--- src/rtl/led_pkg.sv ---
// Shared types and default schedule constants for the LED fill bar sequencer.
package led_pkg;

  typedef enum logic [1:0] {
    IDLE  = 2'd0,
    RUN   = 2'd1,
    PAUSE = 2'd2,
    FULL  = 2'd3
  } led_fill_state_t;

  localparam int LED_NUM_SEG    = 13;
  localparam int LED_FIRST_TICK = 12;
  localparam int LED_STEP_TICKS = 7;
  localparam int LED_LVL_W      = 4;
  localparam int LED_TICK_W     = 7;

endpackage

--- src/rtl/led_fill_scheduler_if.sv ---
// Control/status bundle between the difficulty evaluator, the fill scheduler and the bar renderer.
interface led_fill_scheduler_if;
  import led_pkg::*;

  logic                 start;
  logic                 pause;
  logic [2:0]           mode;
  logic [LED_LVL_W-1:0] fill_level;
  logic                 step;
  logic                 lock_top;
  logic                 full;
  logic                 busy;

  modport master (
    output start, pause, mode,
    input  fill_level, step, lock_top, full, busy
  );

  modport slave (
    input  start, pause, mode,
    output fill_level, step, lock_top, full, busy
  );

endinterface

--- src/rtl/led_tick_prescaler.sv ---
// Divides the system clock into single-cycle fill ticks; clear has priority over enable.
module led_tick_prescaler #(
  parameter int TICK_DIV = 10_000_000
) (
  input  logic clk,
  input  logic rst_n,
  input  logic enable,
  input  logic clear,
  output logic tick
);

  localparam int CW = (TICK_DIV > 2) ? $clog2(TICK_DIV) : 1;
  localparam logic [CW-1:0] LAST = CW'(TICK_DIV - 1);

  logic [CW-1:0] cnt_q, cnt_d;

  assign tick = enable && !clear && (cnt_q == LAST);

  // NOTE: every always_comb output gets a default first so no path can infer a latch.
  always_comb begin
    cnt_d = cnt_q;
    if (clear) begin
      cnt_d = '0;
    end else if (enable) begin
      cnt_d = (cnt_q == LAST) ? '0 : cnt_q + 1'b1;
    end
  end

  // NOTE: sequential state uses non-blocking assignments only, with async active-low reset.
  always_ff @(posedge clk or negedge rst_n) begin
    if (!rst_n) cnt_q <= '0;
    else        cnt_q <= cnt_d;
  end

endmodule

--- src/rtl/led_fill_scheduler.sv ---
// Fill-bar sequencer: schedules segment lighting from fill ticks; all outputs registered.
// Optional pause support is compiled in with `define LED_FILL_PAUSE_EN.
module led_fill_scheduler
  import led_pkg::*;
#(
  parameter int TICK_DIV   = 10_000_000,
  parameter int FIRST_TICK = LED_FIRST_TICK,
  parameter int STEP_TICKS = LED_STEP_TICKS,
  parameter int NUM_SEG    = LED_NUM_SEG
) (
  input logic                 CLOCK,
  input logic                 RESETN,
  led_fill_scheduler_if.slave bus
);

  localparam logic [1:0] S_IDLE = IDLE;
  localparam logic [1:0] S_RUN  = RUN;
  localparam logic [1:0] S_FULL = FULL;
  localparam logic [LED_LVL_W-1:0]  LVL_FULL   = LED_LVL_W'(NUM_SEG);
  localparam logic [LED_TICK_W-1:0] FIRST_LAST = LED_TICK_W'(FIRST_TICK - 1);
  localparam logic [LED_TICK_W-1:0] STEP_LOAD  = LED_TICK_W'(STEP_TICKS);

  logic [1:0]            state_q, state_d;
  logic [LED_TICK_W-1:0] tick_cnt_q, tick_cnt_d;
  logic [LED_TICK_W-1:0] seg_cnt_q, seg_cnt_d;
  logic [LED_LVL_W-1:0]  fill_level_q, fill_level_d;
  logic                  step_q, step_d;
  logic                  lock_top_q, lock_top_d;
  logic                  full_q, full_d;
  logic                  busy_q, busy_d;
  logic                  active;
  logic                  tick;

`ifdef LED_FILL_PAUSE_EN
  localparam logic [1:0] S_PAUSE = PAUSE;
  // Counting stops in the very cycle pause is sampled high, so pause costs exactly its length.
  assign active = (state_q == S_RUN) || (state_q == S_PAUSE);
  logic pause_eff;
  assign pause_eff = bus.pause;
`else
  assign active = (state_q == S_RUN);
  logic pause_eff;
  assign pause_eff = 1'b0;
  logic unused_pause;
  assign unused_pause = bus.pause;
`endif

  led_tick_prescaler #(.TICK_DIV(TICK_DIV)) u_prescaler (
    .clk    (CLOCK),
    .rst_n  (RESETN),
    .enable (active && !pause_eff),
    .clear  (bus.start),
    .tick   (tick)
  );

  always_comb begin
    state_d      = state_q;
    tick_cnt_d   = tick_cnt_q;
    seg_cnt_d    = seg_cnt_q;
    fill_level_d = fill_level_q;
    lock_top_d   = lock_top_q;
    step_d       = 1'b0;

    if (bus.start) begin
      state_d      = S_RUN;
      tick_cnt_d   = '0;
      seg_cnt_d    = '0;
      fill_level_d = '0;
      lock_top_d   = (bus.mode == 3'b000);
    end else begin
      if (tick) begin
        if (tick_cnt_q != '1) tick_cnt_d = tick_cnt_q + 1'b1;
        // Segment 1 keys off the absolute tick count; later segments off the reload counter.
        if (fill_level_q != LVL_FULL) begin
          if (tick_cnt_q == FIRST_LAST) begin
            fill_level_d = fill_level_q + 1'b1;
            seg_cnt_d    = STEP_LOAD;
            step_d       = 1'b1;
          end else if (fill_level_q != '0) begin
            if (seg_cnt_q == LED_TICK_W'(1)) begin
              fill_level_d = fill_level_q + 1'b1;
              seg_cnt_d    = STEP_LOAD;
              step_d       = 1'b1;
            end else begin
              seg_cnt_d = seg_cnt_q - 1'b1;
            end
          end
        end
      end

      case (state_q)
        S_RUN: begin
          if (fill_level_d == LVL_FULL) state_d = S_FULL;
`ifdef LED_FILL_PAUSE_EN
          else if (pause_eff)           state_d = S_PAUSE;
`endif
        end
`ifdef LED_FILL_PAUSE_EN
        S_PAUSE: begin
          if (fill_level_d == LVL_FULL) state_d = S_FULL;
          else if (!pause_eff)          state_d = S_RUN;
        end
`endif
        default: ;
      endcase
    end

    full_d = (fill_level_d == LVL_FULL);
`ifdef LED_FILL_PAUSE_EN
    busy_d = (state_d == S_RUN) || (state_d == S_PAUSE);
`else
    busy_d = (state_d == S_RUN);
`endif
  end

  always_ff @(posedge CLOCK or negedge RESETN) begin
    if (!RESETN) begin
      state_q      <= S_IDLE;
      tick_cnt_q   <= '0;
      seg_cnt_q    <= '0;
      fill_level_q <= '0;
      step_q       <= 1'b0;
      lock_top_q   <= 1'b0;
      full_q       <= 1'b0;
      busy_q       <= 1'b0;
    end else begin
      state_q      <= state_d;
      tick_cnt_q   <= tick_cnt_d;
      seg_cnt_q    <= seg_cnt_d;
      fill_level_q <= fill_level_d;
      step_q       <= step_d;
      lock_top_q   <= lock_top_d;
      full_q       <= full_d;
      busy_q       <= busy_d;
    end
  end

  assign bus.fill_level = fill_level_q;
  assign bus.step       = step_q;
  assign bus.lock_top   = lock_top_q;
  assign bus.full       = full_q;
  assign bus.busy       = busy_q;

endmodule

--- src/flat_wrapper.sv ---
// flat-port wrapper written by rule: the top's interface ports become plain ports
module led_fill_scheduler_flat import led_pkg::*;
#(
  parameter int TICK_DIV   = 10_000_000,
  parameter int FIRST_TICK = LED_FIRST_TICK,
  parameter int STEP_TICKS = LED_STEP_TICKS,
  parameter int NUM_SEG    = LED_NUM_SEG
)
  (CLOCK, RESETN, bus_start, bus_pause, bus_mode, bus_fill_level, bus_step, bus_lock_top, bus_full, bus_busy);
  led_fill_scheduler_if bus_i ();
  input logic CLOCK;
  input logic RESETN;
  input wire logic [$bits(bus_i.start)-1:0] bus_start;
  input wire logic [$bits(bus_i.pause)-1:0] bus_pause;
  input wire logic [$bits(bus_i.mode)-1:0] bus_mode;
  output wire logic [$bits(bus_i.fill_level)-1:0] bus_fill_level;
  output wire logic [$bits(bus_i.step)-1:0] bus_step;
  output wire logic [$bits(bus_i.lock_top)-1:0] bus_lock_top;
  output wire logic [$bits(bus_i.full)-1:0] bus_full;
  output wire logic [$bits(bus_i.busy)-1:0] bus_busy;
  assign bus_i.start = bus_start;
  assign bus_i.pause = bus_pause;
  assign bus_i.mode = bus_mode;
  assign bus_fill_level = bus_i.fill_level;
  assign bus_step = bus_i.step;
  assign bus_lock_top = bus_i.lock_top;
  assign bus_full = bus_i.full;
  assign bus_busy = bus_i.busy;
  led_fill_scheduler #(.TICK_DIV(TICK_DIV), .FIRST_TICK(FIRST_TICK), .STEP_TICKS(STEP_TICKS), .NUM_SEG(NUM_SEG)) u_core (.CLOCK(CLOCK), .RESETN(RESETN), .bus(bus_i));
endmodule
--- config.mk ---
export PLATFORM = sky130hd
export DESIGN_NAME = led_fill_scheduler_flat
export DESIGN_NICKNAME = d
export VERILOG_FILES = /design/src/rtl/led_pkg.sv /design/src/rtl/led_fill_scheduler_if.sv /design/src/rtl/led_tick_prescaler.sv /design/src/rtl/led_fill_scheduler.sv /design/src/flat_wrapper.sv
export SDC_FILE = /design/constraint.sdc
export NUM_CORES = 1
export LEC_CHECK = 0
export ABC_AREA = 1
export CORE_MARGIN = 4
export CORE_UTILIZATION = 55
export CTS_BUF_LIST = sky130_fd_sc_hd__clkbuf_4 sky130_fd_sc_hd__clkbuf_8
export CTS_CLUSTER_DIAMETER = 50
export DETAILED_ROUTE_END_ITERATION = 16
export DONT_BUFFER_PORTS = 1
export PLACE_DENSITY = 0.7
export SLEW_MARGIN = 5
export SYNTH_ARGS = -nofsm -noshare
export SYNTH_HDL_FRONTEND = slang
export SYNTH_HIERARCHICAL = 1
export SYNTH_SLANG_ARGS = --single-unit
--- constraint.sdc ---
create_clock -name CLOCK -period 2.8 [get_ports CLOCK]
set_input_delay 0.56 -clock CLOCK [delete_from_list [all_inputs] [get_ports CLOCK]]
set_output_delay 0.56 -clock CLOCK [all_outputs]
set_load 0.005 [all_outputs]
==> flow_metrics.env, run 1 <==
export IMPL_p_leak_uw=0.00141
export IMPL_critPathTopFamily="simple AND/OR/NAND/NOR gates"
export IMPL_relSlewSlack_pct=65.5
export IMPL_slew_viol_final=0
export IMPL_detail_route_antenna_nets=0
export IMPL_synth_top_area_share_pct=40.7
export IMPL_start_util_pct=57.4
export IMPL_synth_compound_gate_area_share_pct=8.70
export IMPL_clock_sinks=48
export IMPL_max_cap_violations=0
export IMPL_drc_errors=0
export IMPL_worstPathRequired_ps=2990
export IMPL_hp_class="in -> async"
export IMPL_hold_buffers=1
export IMPL_std_cell_rows=26
export IMPL_ys_ff_latch=48
export IMPL_cp_max_fo=5
export IMPL_clock_power_share_pct=41.5
export IMPL_grt_util_all_layers_pct=20.3
export IMPL_die_w_um=81.2
export IMPL_status="complete, no violations"
export IMPL_rsz0062_at_grt="no"
export IMPL_core_region_area_sq_um=5140
export IMPL_crit_type="reg -> reg"
export IMPL_min_period_ps=2430
export IMPL_switching_share_pct=21.5
export IMPL_clock_fmax_mhz=412
export IMPL_synth_area_sq_um=2950
export IMPL_intPower_uw=1040
export IMPL_syn2layout_area_growth_pct=7.72
export IMPL_ys_types=37
export IMPL_synth_fa_ha_area_share_pct=2.97
export IMPL_worstPathArrival_ps=2620
export IMPL_crit_slowest_cell="dfrtp_1"
export IMPL_cts_tree="yes"
export IMPL_synthCells=389
export IMPL_layout_drive_gt1_share_pct=11.1
export IMPL_postCtsSetupBuffers=0
export IMPL_seq_area_frac_synth_pct=40.7
export IMPL_antenna_found_initial=0
export IMPL_numCtsBuffers=5
export IMPL_vias_per_cell=5.37
export IMPL_setup_viol=0
export IMPL_setup_tns_ps=0
export IMPL_p_per_area_nw_per_um2=417
export IMPL_startpoint_type="flip-flop"
export IMPL_crit_chain="ha_1 > nand2_1 > nor2_2 > nand3_1 > nor2_1 > inv_1 > a31oi_2 > nor2_4 > nor3_2 > nand3_1 > nand2_1 > nor2_1"
export IMPL_cp_slowest_stage_delay_ps=420
export IMPL_synth_top_cells_by_area="dfrtp_1 41%, nand2_1 13%, nor2_1 6.2%"
export IMPL_grt_max_degree=49
export IMPL_first_pass_iters=4
export IMPL_synthXorXnorAreaFrac_pct=3.56
export IMPL_vias=2498
export IMPL_drt_wirelength_per_cell_um=12.8
export IMPL_syn_num_nets=403
export IMPL_dp_hpwl_um=4380
export IMPL_worstMarginPinSlew_ps=516
export IMPL_dieArea_sq_um=6600
export IMPL_end_kind="flip-flop"
export IMPL_clk_latency_ps=300
export IMPL_cts_buffer_depth=2
export IMPL_placed_cells=456
export IMPL_synth_top_area_cell="dfrtp_1"
export IMPL_grt_pass1_wl_um=10500
export IMPL_diodes=0
export IMPL_yosysWarningCount=6
export IMPL_yosys_area_share_simple_pct=37.0
export IMPL_syn_avg_cell_area_sq_um=7.58
export IMPL_period_share_pct=86.7
export IMPL_htreeDepth=2
export IMPL_cts_root_buf="clkbuf_8"
export IMPL_skew_ps=11.1
export IMPL_synth_top_family_by_area="simple AND/OR/NAND/NOR gates"
export IMPL_io_pins=15
export IMPL_power_share_combinational_pct=4.7
export IMPL_place_congestion=0.888
export IMPL_cp_num_buf_inv=1
export IMPL_clkTransAtPathRegs_ps=90
export IMPL_initialDrtViolationCount=222
export IMPL_ir_worst_vdd_v=0.000206
export IMPL_grt_pass1_vias=2299
export IMPL_wl_um=5940
export IMPL_nets=408
export IMPL_synthMuxAreaShare_pct=0
export IMPL_seqPwrFrac_pct=53.8
export IMPL_overflow=0
export IMPL_hold_viol_final=0
export IMPL_p_switching_uw=286
export IMPL_die_height_um=81.2
export IMPL_fin_cells=465
export IMPL_post_cts_resized=0
export IMPL_port_buffers=0
## cells by family (layout without fill, tap and decap cells)
kind of cell | count (synthesis) | in the layout
simple gates | 227 | 227
buf+inv | 53 | 59
flops | 48 | 48
compound gates | 42 | 42
xor+xnor | 12 | 12
fa+ha+maj | 7 | 7
## metal layers
layer	share of wire, %	vias up	routed length, um	track usage [%]
met5	0	-	0	0
met4	1.3	0	80	6.59
met3	4.9	7	291	3.33
met2	46	71	2700	32.0
met1	48	1160	2870	28.4
li1	-	1260	-	-
## power by group through the flow
stage | logic, uW | registers (uW) | clock network, uW
global placement | 45.4 | 726 | 0
finish | 62.9 | 713 | 549
CTS | 64.9 | 713 | 561
floorplan | 42.3 | 725 | 0
global route | 73.1 | 715 | 594
detailed placement | 46.3 | 727 | 0
## cell type report
class,count,area (sq um)
clock buffer,7,96.3
clock inverter,1,30.0
fill,481,1960
inverter,48,180
multi-input combinational,288,1540
sequential,48,1200
tap,70,87.6
timing repair buffer,3,42.5
## cells in the mapped netlist, drive strengths merged
cell type	count
nand2	108
nor2	60
dfrtp	48
inv	48
nand3	35
o21ai	21
a21oi	10
nor3	9
nand4	8
xor2	8
ha	7
o22ai	4
xnor2	4
and3	3
buf	3
a31oi	2
clkbuf	2
nor4	2
o21bai	2
nand3b	1
nor3b	1
o21a	1
o31ai	1
o41ai	1
## cell usage in the layout (no fill, tap or decap), drive strengths merged, types with 7 or more instances in the layout
| master | count |
|---|---|
| o21ai | 21 |
| clkbuf | 7 |
| xor2 | 8 |
| ha | 7 |
| a21oi | 10 |
| inv | 48 |
| nand4 | 8 |
| nor3 | 9 |
| nand2 | 108 |
| dfrtp | 48 |
| nor2 | 60 |
| nand3 | 35 |
## registers in the layout, indices dropped and copies added (netlist names)
register and count:
u_core/u_prescaler/cnt_q 24, u_core/tick_cnt_q 7, u_core/bus.full 1, u_core/bus.step 1, u_core/state_q 2, u_core/seg_cnt_q 7
u_core/bus.busy 1, u_core/bus.fill_level 4, u_core/bus.lock_top 1
## metrics by stage
step	instance area, sq um	hold WS (ps)	setup WS [ps]	util [%]	power, uW
3_5_place_dp	3020	266	394	58.8	773
5_1_grt	3180	98.9	15.5	61.8	1380
6_report	3180	90.2	373	61.8	1330
3_3_place_gp	3020	265	439	58.8	772
4_1_cts	3180	103	366	61.8	1340
2_1_floorplan	2950	264	797	-	767
## final timing paths
| kind | from | endpoint | slack, ps | cells after the start |
|---|---|---|---|---|
| setup reg to reg | u_core/u_prescaler/cnt_q[0] | u_core/tick_cnt_q[5] | 370 | 12 |
| setup / recovery | u_core/u_prescaler/cnt_q[0] | u_core/tick_cnt_q[5] | 370 | 12 |
| min in group CLOCK | bus_start | u_core/bus.fill_level[1] | 310 | 1 |
| hold reg to reg | u_core/state_q[0] | u_core/state_q[0] | 490 | 2 |
| max in group asynchronous | RESETN | u_core/tick_cnt_q[2] | 2480 | 1 |
| hold / removal | RESETN | u_core/bus.fill_level[1] | 90 | 1 |
Power figures use the tool's default switching activity.
==> inputs of run 2 (changes only) <==
Settings changed: CORE_ASPECT_RATIO set to 0.75.
==> flow_metrics.env, run 2 (synthesized netlist as in run 1, its figures left out) <==
export IMPL_status="complete, no violations"
export IMPL_seqPwrFrac_pct=55.6
export IMPL_dieArea_sq_um=6610
export IMPL_cp_slowest_stage_delay_ps=410
export IMPL_std_cell_rows=22
export IMPL_reg_top3="u_core/u_prescaler/cnt_q x24, u_core/seg_cnt_q x7, u_core/tick_cnt_q x7"
export IMPL_whs_ps=91.8
export IMPL_clkTransAtPathRegs_ps=90
export IMPL_multiInputGateArea_sq_um=1540
export IMPL_hp_class="in -> async"
export IMPL_wl_um=6260
export IMPL_io_pins=15
export IMPL_drt_wirelength_per_cell_um=13.4
export IMPL_skew_ps=9.39
export IMPL_htreeDepth=2
export IMPL_startpoint_type="flip-flop"
export IMPL_worstPathRequired_ps=2990
export IMPL_seqCellArea_sq_um=1200
export IMPL_critPathTopFamily="simple AND/OR/NAND/NOR gates"
export IMPL_core_region_area_sq_um=5040
export IMPL_grt_max_degree=49
export IMPL_numCtsBuffers=5
export IMPL_final_cell_mix="103 x nand2_1, 49 x nor2_1, 48 x dfrtp_1"
export IMPL_cts_tree="yes"
export IMPL_grt_util_all_layers_pct=20.8
export IMPL_grt_pass1_vias=2236
export IMPL_slew_viol_final=0
export IMPL_clk_latency_ps=300
export IMPL_vias=2450
export IMPL_detail_route_antenna_nets=0
export IMPL_clock_power_share_pct=39.4
export IMPL_clock_sinks=48
export IMPL_crit_slowest_cell="dfrtp_1"
export IMPL_layout_drive_gt1_share_pct=11.1
export IMPL_port_buffers=0
export IMPL_fin_cells=467
export IMPL_end_kind="flip-flop"
export IMPL_grt_pass1_wl_um=11100
export IMPL_crit_type="reg -> reg"
export IMPL_ir_worst_vdd_v=0.000281
export IMPL_relSlewSlack_pct=66.2
export IMPL_cts_root_buf="clkbuf_8"
export IMPL_p_switching_uw=293
export IMPL_die_w_um=92.6
export IMPL_syn2layout_area_growth_pct=7.30
export IMPL_nets=408
export IMPL_cp_num_buf_inv=1
export IMPL_switching_share_pct=22.8
export IMPL_antenna_found_initial=0
export IMPL_finalPower_uw=1280
export IMPL_final_util_pct=62.8
export IMPL_worstPathArrival_ps=2670
export IMPL_vias_per_cell=5.25
export IMPL_setup_viol=0
export IMPL_worstMarginPinSlew_ps=505
export IMPL_first_pass_iters=4
export IMPL_die_height_um=71.4
export IMPL_dp_hpwl_um=4710
export IMPL_clock_fmax_mhz=403
export IMPL_setup_tns_ps=0
export IMPL_p_leak_uw=0.00140
export IMPL_mostFrequentLayoutCell="nand2_1"
export IMPL_intPower_uw=989
export IMPL_max_cap_violations=0
export IMPL_min_period_ps=2480
export IMPL_fillers=464
export IMPL_power_share_combinational_pct=5.1
export IMPL_diodes=0
export IMPL_hold_viol_final=0
export IMPL_top_register="u_core/u_prescaler/cnt_q"
export IMPL_period_share_pct=88.6
export IMPL_cp_max_fo=5
export IMPL_p_per_area_nw_per_um2=405
export IMPL_place_congestion=0.951
export IMPL_rsz0062_at_grt="no"
export IMPL_initialDrtViolationCount=207
export IMPL_cts_buffer_depth=2
export IMPL_start_util_pct=58.5
export IMPL_postCtsSetupBuffers=0
export IMPL_overflow=0
export IMPL_placed_cells=458
export IMPL_crit_chain="ha_1 > nand2_1 > nor2_2 > nand3_1 > nor2_1 > inv_1 > a31oi_2 > nor2_4 > nor3_2 > nand3_1 > nand2_1 > nor2_1"
export IMPL_largest_reg_flops=24
export IMPL_drc_errors=0
==> run 2: worst paths after layout <==
path / from / to / slack (ps) / depth (start not counted)
max: u_core/u_prescaler/cnt_q[0] / u_core/tick_cnt_q[4] / 320 / 12
min: RESETN / u_core/u_prescaler/cnt_q[14] / 90 / 1
max reg2reg: u_core/u_prescaler/cnt_q[0] / u_core/tick_cnt_q[4] / 320 / 12
min reg2reg: u_core/state_q[0] / u_core/state_q[0] / 480 / 2
max in group asynchronous: RESETN / u_core/u_prescaler/cnt_q[2] / 2490 / 1
min in group CLOCK: bus_start / u_core/bus.fill_level[1] / 310 / 1
==> run 2: worst register-to-register path, stage by stage, from the launching register on <==
cell     delay (ps)
dfrtp_1         410
ha_1            350
nand2_1         170
nor2_2          220
nand3_1         100
nor2_1          230
inv_1           130
a31oi_2         310
nor2_4           90
nor3_2          180
nand3_1         100
nand2_1          70
nor2_1           40
==> run 2: cell type report <==
cell class | count | share of cell area, %
Clock buffer | 5 | 2.17
Clock inverter | 3 | 1.34
Inverter | 48 | 5.69
Multi-Input combinational cell | 288 | 48.6
Sequential cell | 48 | 38.0
Tap cell | 72 | 2.85
Timing Repair Buffer | 3 | 1.34
==> run 2: power by group through the flow <==
stage / Combinational [uW] / Sequential, uW / Clock (uW)
final: 64.9 / 713 / 505
after global routing: 76.5 / 715 / 545
after CTS: 66.3 / 713 / 520
after detailed placement: 47.8 / 727 / 0
after global placement: 46.6 / 726 / 0
after floorplan: 42.3 / 725 / 0
==> run 2: what timing repair did <==
| action | CTS | global route |
|---|---|---|
| hold buffers | 1 | 0 |
| hold endpoints to repair | 48 | 0 |
| gates resized for setup | 0 | 0 |
==> run 2: stage by stage <==
step                area (sq um)  setup slack, ps
floorplan                   2950              797
global placement            3030              418
detailed placement          3030              384
CTS                         3160              365
global route                3160             68.7
finish                      3160              320
==> run 2: per-layer routing <==
layer / up-vias / track usage (%) / routed length, um
met5: - / 0 / 0
met1: 1128 / 34.5 / 3420
met3: 4 / 3.67 / 309
met2: 57 / 27.7 / 2490
met4: 0 / 3.95 / 44
li1: 1261 / - / -
==> inputs of run 3 (changes only) <==
Settings changed: PLACE_DENSITY 0.7 to 0.73.
Clock period 2.8 ns to 2.1 ns, I/O delays scaled along.
==> flow_metrics.env, run 3 (synthesized netlist as in run 1, its figures left out) <==
export IMPL_setup_viol=0
export IMPL_numCtsBuffers=5
export IMPL_crit_slowest_cell="dfrtp_1"
export IMPL_mostFrequentLayoutCell="nand2_1"
export IMPL_whs_ps=164
export IMPL_r2r_slack_ps=150
export IMPL_antenna_found_initial=0
export IMPL_nets=443
export IMPL_initialDrtViolationCount=255
export IMPL_cts_tree="yes"
export IMPL_p_per_area_nw_per_um2=467
export IMPL_port_buffers=0
export IMPL_crit_chain="inv_1 > nand3_2 > nor4_4 > nand3_2 > nor2_4 > nand2_1 > inv_2 > nand3_4 > nand2_1 > o21ai_2 > nor2_1 > nand2_1 > nand2_1 > o21bai_2"
export IMPL_max_cap_violations=0
export IMPL_rr_endpoint="u_core/bus.busy"
export IMPL_core_region_area_sq_um=5040
export IMPL_start_util_pct=58.5
export IMPL_worstPathArrival_ps=2150
export IMPL_drc_errors=0
export IMPL_relSlewSlack_pct=67.4
export IMPL_first_pass_iters=4
export IMPL_htreeDepth=2
export IMPL_worstMarginPinSlew_ps=487
export IMPL_clk_latency_ps=300
export IMPL_overflow=0
export IMPL_p_leak_uw=0.00160
export IMPL_reg2reg_depth=14
export IMPL_wl_um=6520
export IMPL_grt_util_all_layers_pct=20.4
export IMPL_drt_wirelength_per_cell_um=13.0
export IMPL_slew_viol_final=0
export IMPL_worstPathRequired_ps=2300
export IMPL_final_cell_mix="101 x nand2_1, 48 x dfrtp_1, 46 x nor2_1"
export IMPL_vias=2664
export IMPL_detail_route_antenna_nets=0
export IMPL_ir_worst_vdd_v=0.000375
export IMPL_top_register="u_core/u_prescaler/cnt_q"
export IMPL_hold_viol_final=0
export IMPL_hold_path_depth=1
export IMPL_std_cell_rows=22
export IMPL_startpoint_type="flip-flop"
export IMPL_end_kind="flip-flop"
export IMPL_clock_sinks=48
export IMPL_syn2layout_area_growth_pct=18.7
export IMPL_die_height_um=71.4
export IMPL_layout_drive_gt1_share_pct=21.6
export IMPL_diodes=0
export IMPL_grt_pass1_wl_um=10900
export IMPL_cp_slowest_stage_delay_ps=380
export IMPL_io_pins=15
export IMPL_hp_class="in -> reg"
export IMPL_crit_type="reg -> reg"
export IMPL_dp_hpwl_um=4770
export IMPL_largest_reg_flops=24
export IMPL_clock_fmax_mhz=512
export IMPL_cts_root_buf="clkbuf_8"
export IMPL_fin_cells=502
export IMPL_clkTransAtPathRegs_ps=90
export IMPL_grt_pass1_vias=2341
export IMPL_cts_buffer_depth=2
export IMPL_reg_top3="u_core/u_prescaler/cnt_q x24, u_core/seg_cnt_q x7, u_core/tick_cnt_q x7"
export IMPL_hold_start="bus_start"
export IMPL_vias_per_cell=5.31
export IMPL_fillers=419
export IMPL_cp_max_fo=4
export IMPL_placed_cells=490
export IMPL_die_w_um=92.6
export IMPL_skew_ps=7.71
export IMPL_grt_max_degree=49
export IMPL_reg2reg_from="u_core/u_prescaler/cnt_q[21]"
export IMPL_path_common_cell="nand2_1"
export IMPL_place_congestion=0.916
export IMPL_min_to="u_core/tick_cnt_q[6]"
export IMPL_min_period_ps=1950
export IMPL_dieArea_sq_um=6610
export IMPL_period_share_pct=93.0
export IMPL_rsz0062_at_grt="yes"
export IMPL_status="complete, no violations"
==> run 3: layout make-up <==
cell class / instances / area (sq um) / share of cell area (%)
repair buffers: 38 / 308 / 8.79
well taps: 72 / 90.1 / 2.57
multi-input cells: 288 / 1620 / 46.4
clock buffers: 6 / 82.6 / 2.36
flip-flops and latches: 48 / 1200 / 34.3
inverters: 48 / 180 / 5.15
clock inverters: 2 / 15.0 / 0.429
==> run 3: what timing repair did <==
item                                    in CTS  in global routing
pin swaps                                    0                  1
endpoints found under the setup margin       9                 14
hold buffers                                 2                  0
hold endpoints to repair                    48                  0
buffers inserted                             0                  2
gates resized for setup                      2                 19
==> run 3: power by group <==
| part | switching [uW] | total [uW] | internal [uW] |
|---|---|---|---|
| combinational | 63.0 | 99.4 | 36.4 |
| clock | 322 | 589 | 267 |
| sequential | 11.7 | 948 | 937 |
| total | 396 | 1640 | 1240 |
==> run 3: worst max path at each step <==
stage,startpoint,to,slack [ps]
final,u_core/u_prescaler/cnt_q[21],u_core/bus.busy,150
after global routing,u_core/u_prescaler/cnt_q[19],u_core/bus.busy,-20
after CTS,u_core/u_prescaler/cnt_q[14],u_core/bus.busy,30
after detailed placement,u_core/u_prescaler/cnt_q[14],u_core/bus.busy,-60
after global placement,u_core/u_prescaler/cnt_q[14],u_core/bus.busy,7
after floorplan,u_core/u_prescaler/cnt_q[0],u_core/tick_cnt_q[5],100
==> run 3: through the flow <==
step	utilization, %	setup WS [ps]	area, sq um	power [uW]	setup TNS, ps
2_1_floorplan	-	97.2	2950	1020	0
6_report	69.5	146	3500	1640	0
3_5_place_dp	64.8	-57.0	3270	1040	-223
4_1_cts	67.6	30.7	3410	1660	0
5_1_grt	69.5	-17.9	3500	1720	-17.9
3_3_place_gp	64.8	6.68	3270	1030	0
==> run 3: worst max-delay path, delay by kind of cell, from the launching register on <==
family / cells / cell delay, ps
AO/OA/AOI/OAI: 2 / 130
buffers and inverters: 2 / 190
AND/OR/NAND/NOR: 10 / 1150
flip-flops: 1 / 380
==> run 3: layer usage <==
layer | part of all wire, % | global-route usage (%) | vias up
li1 | - | - | 1334
met1 | 51 | 31.0 | 1263
met2 | 43 | 30.5 | 60
met3 | 5.2 | 3.36 | 7
met4 | 0.97 | 4.45 | 0
met5 | 0 | 0 | -
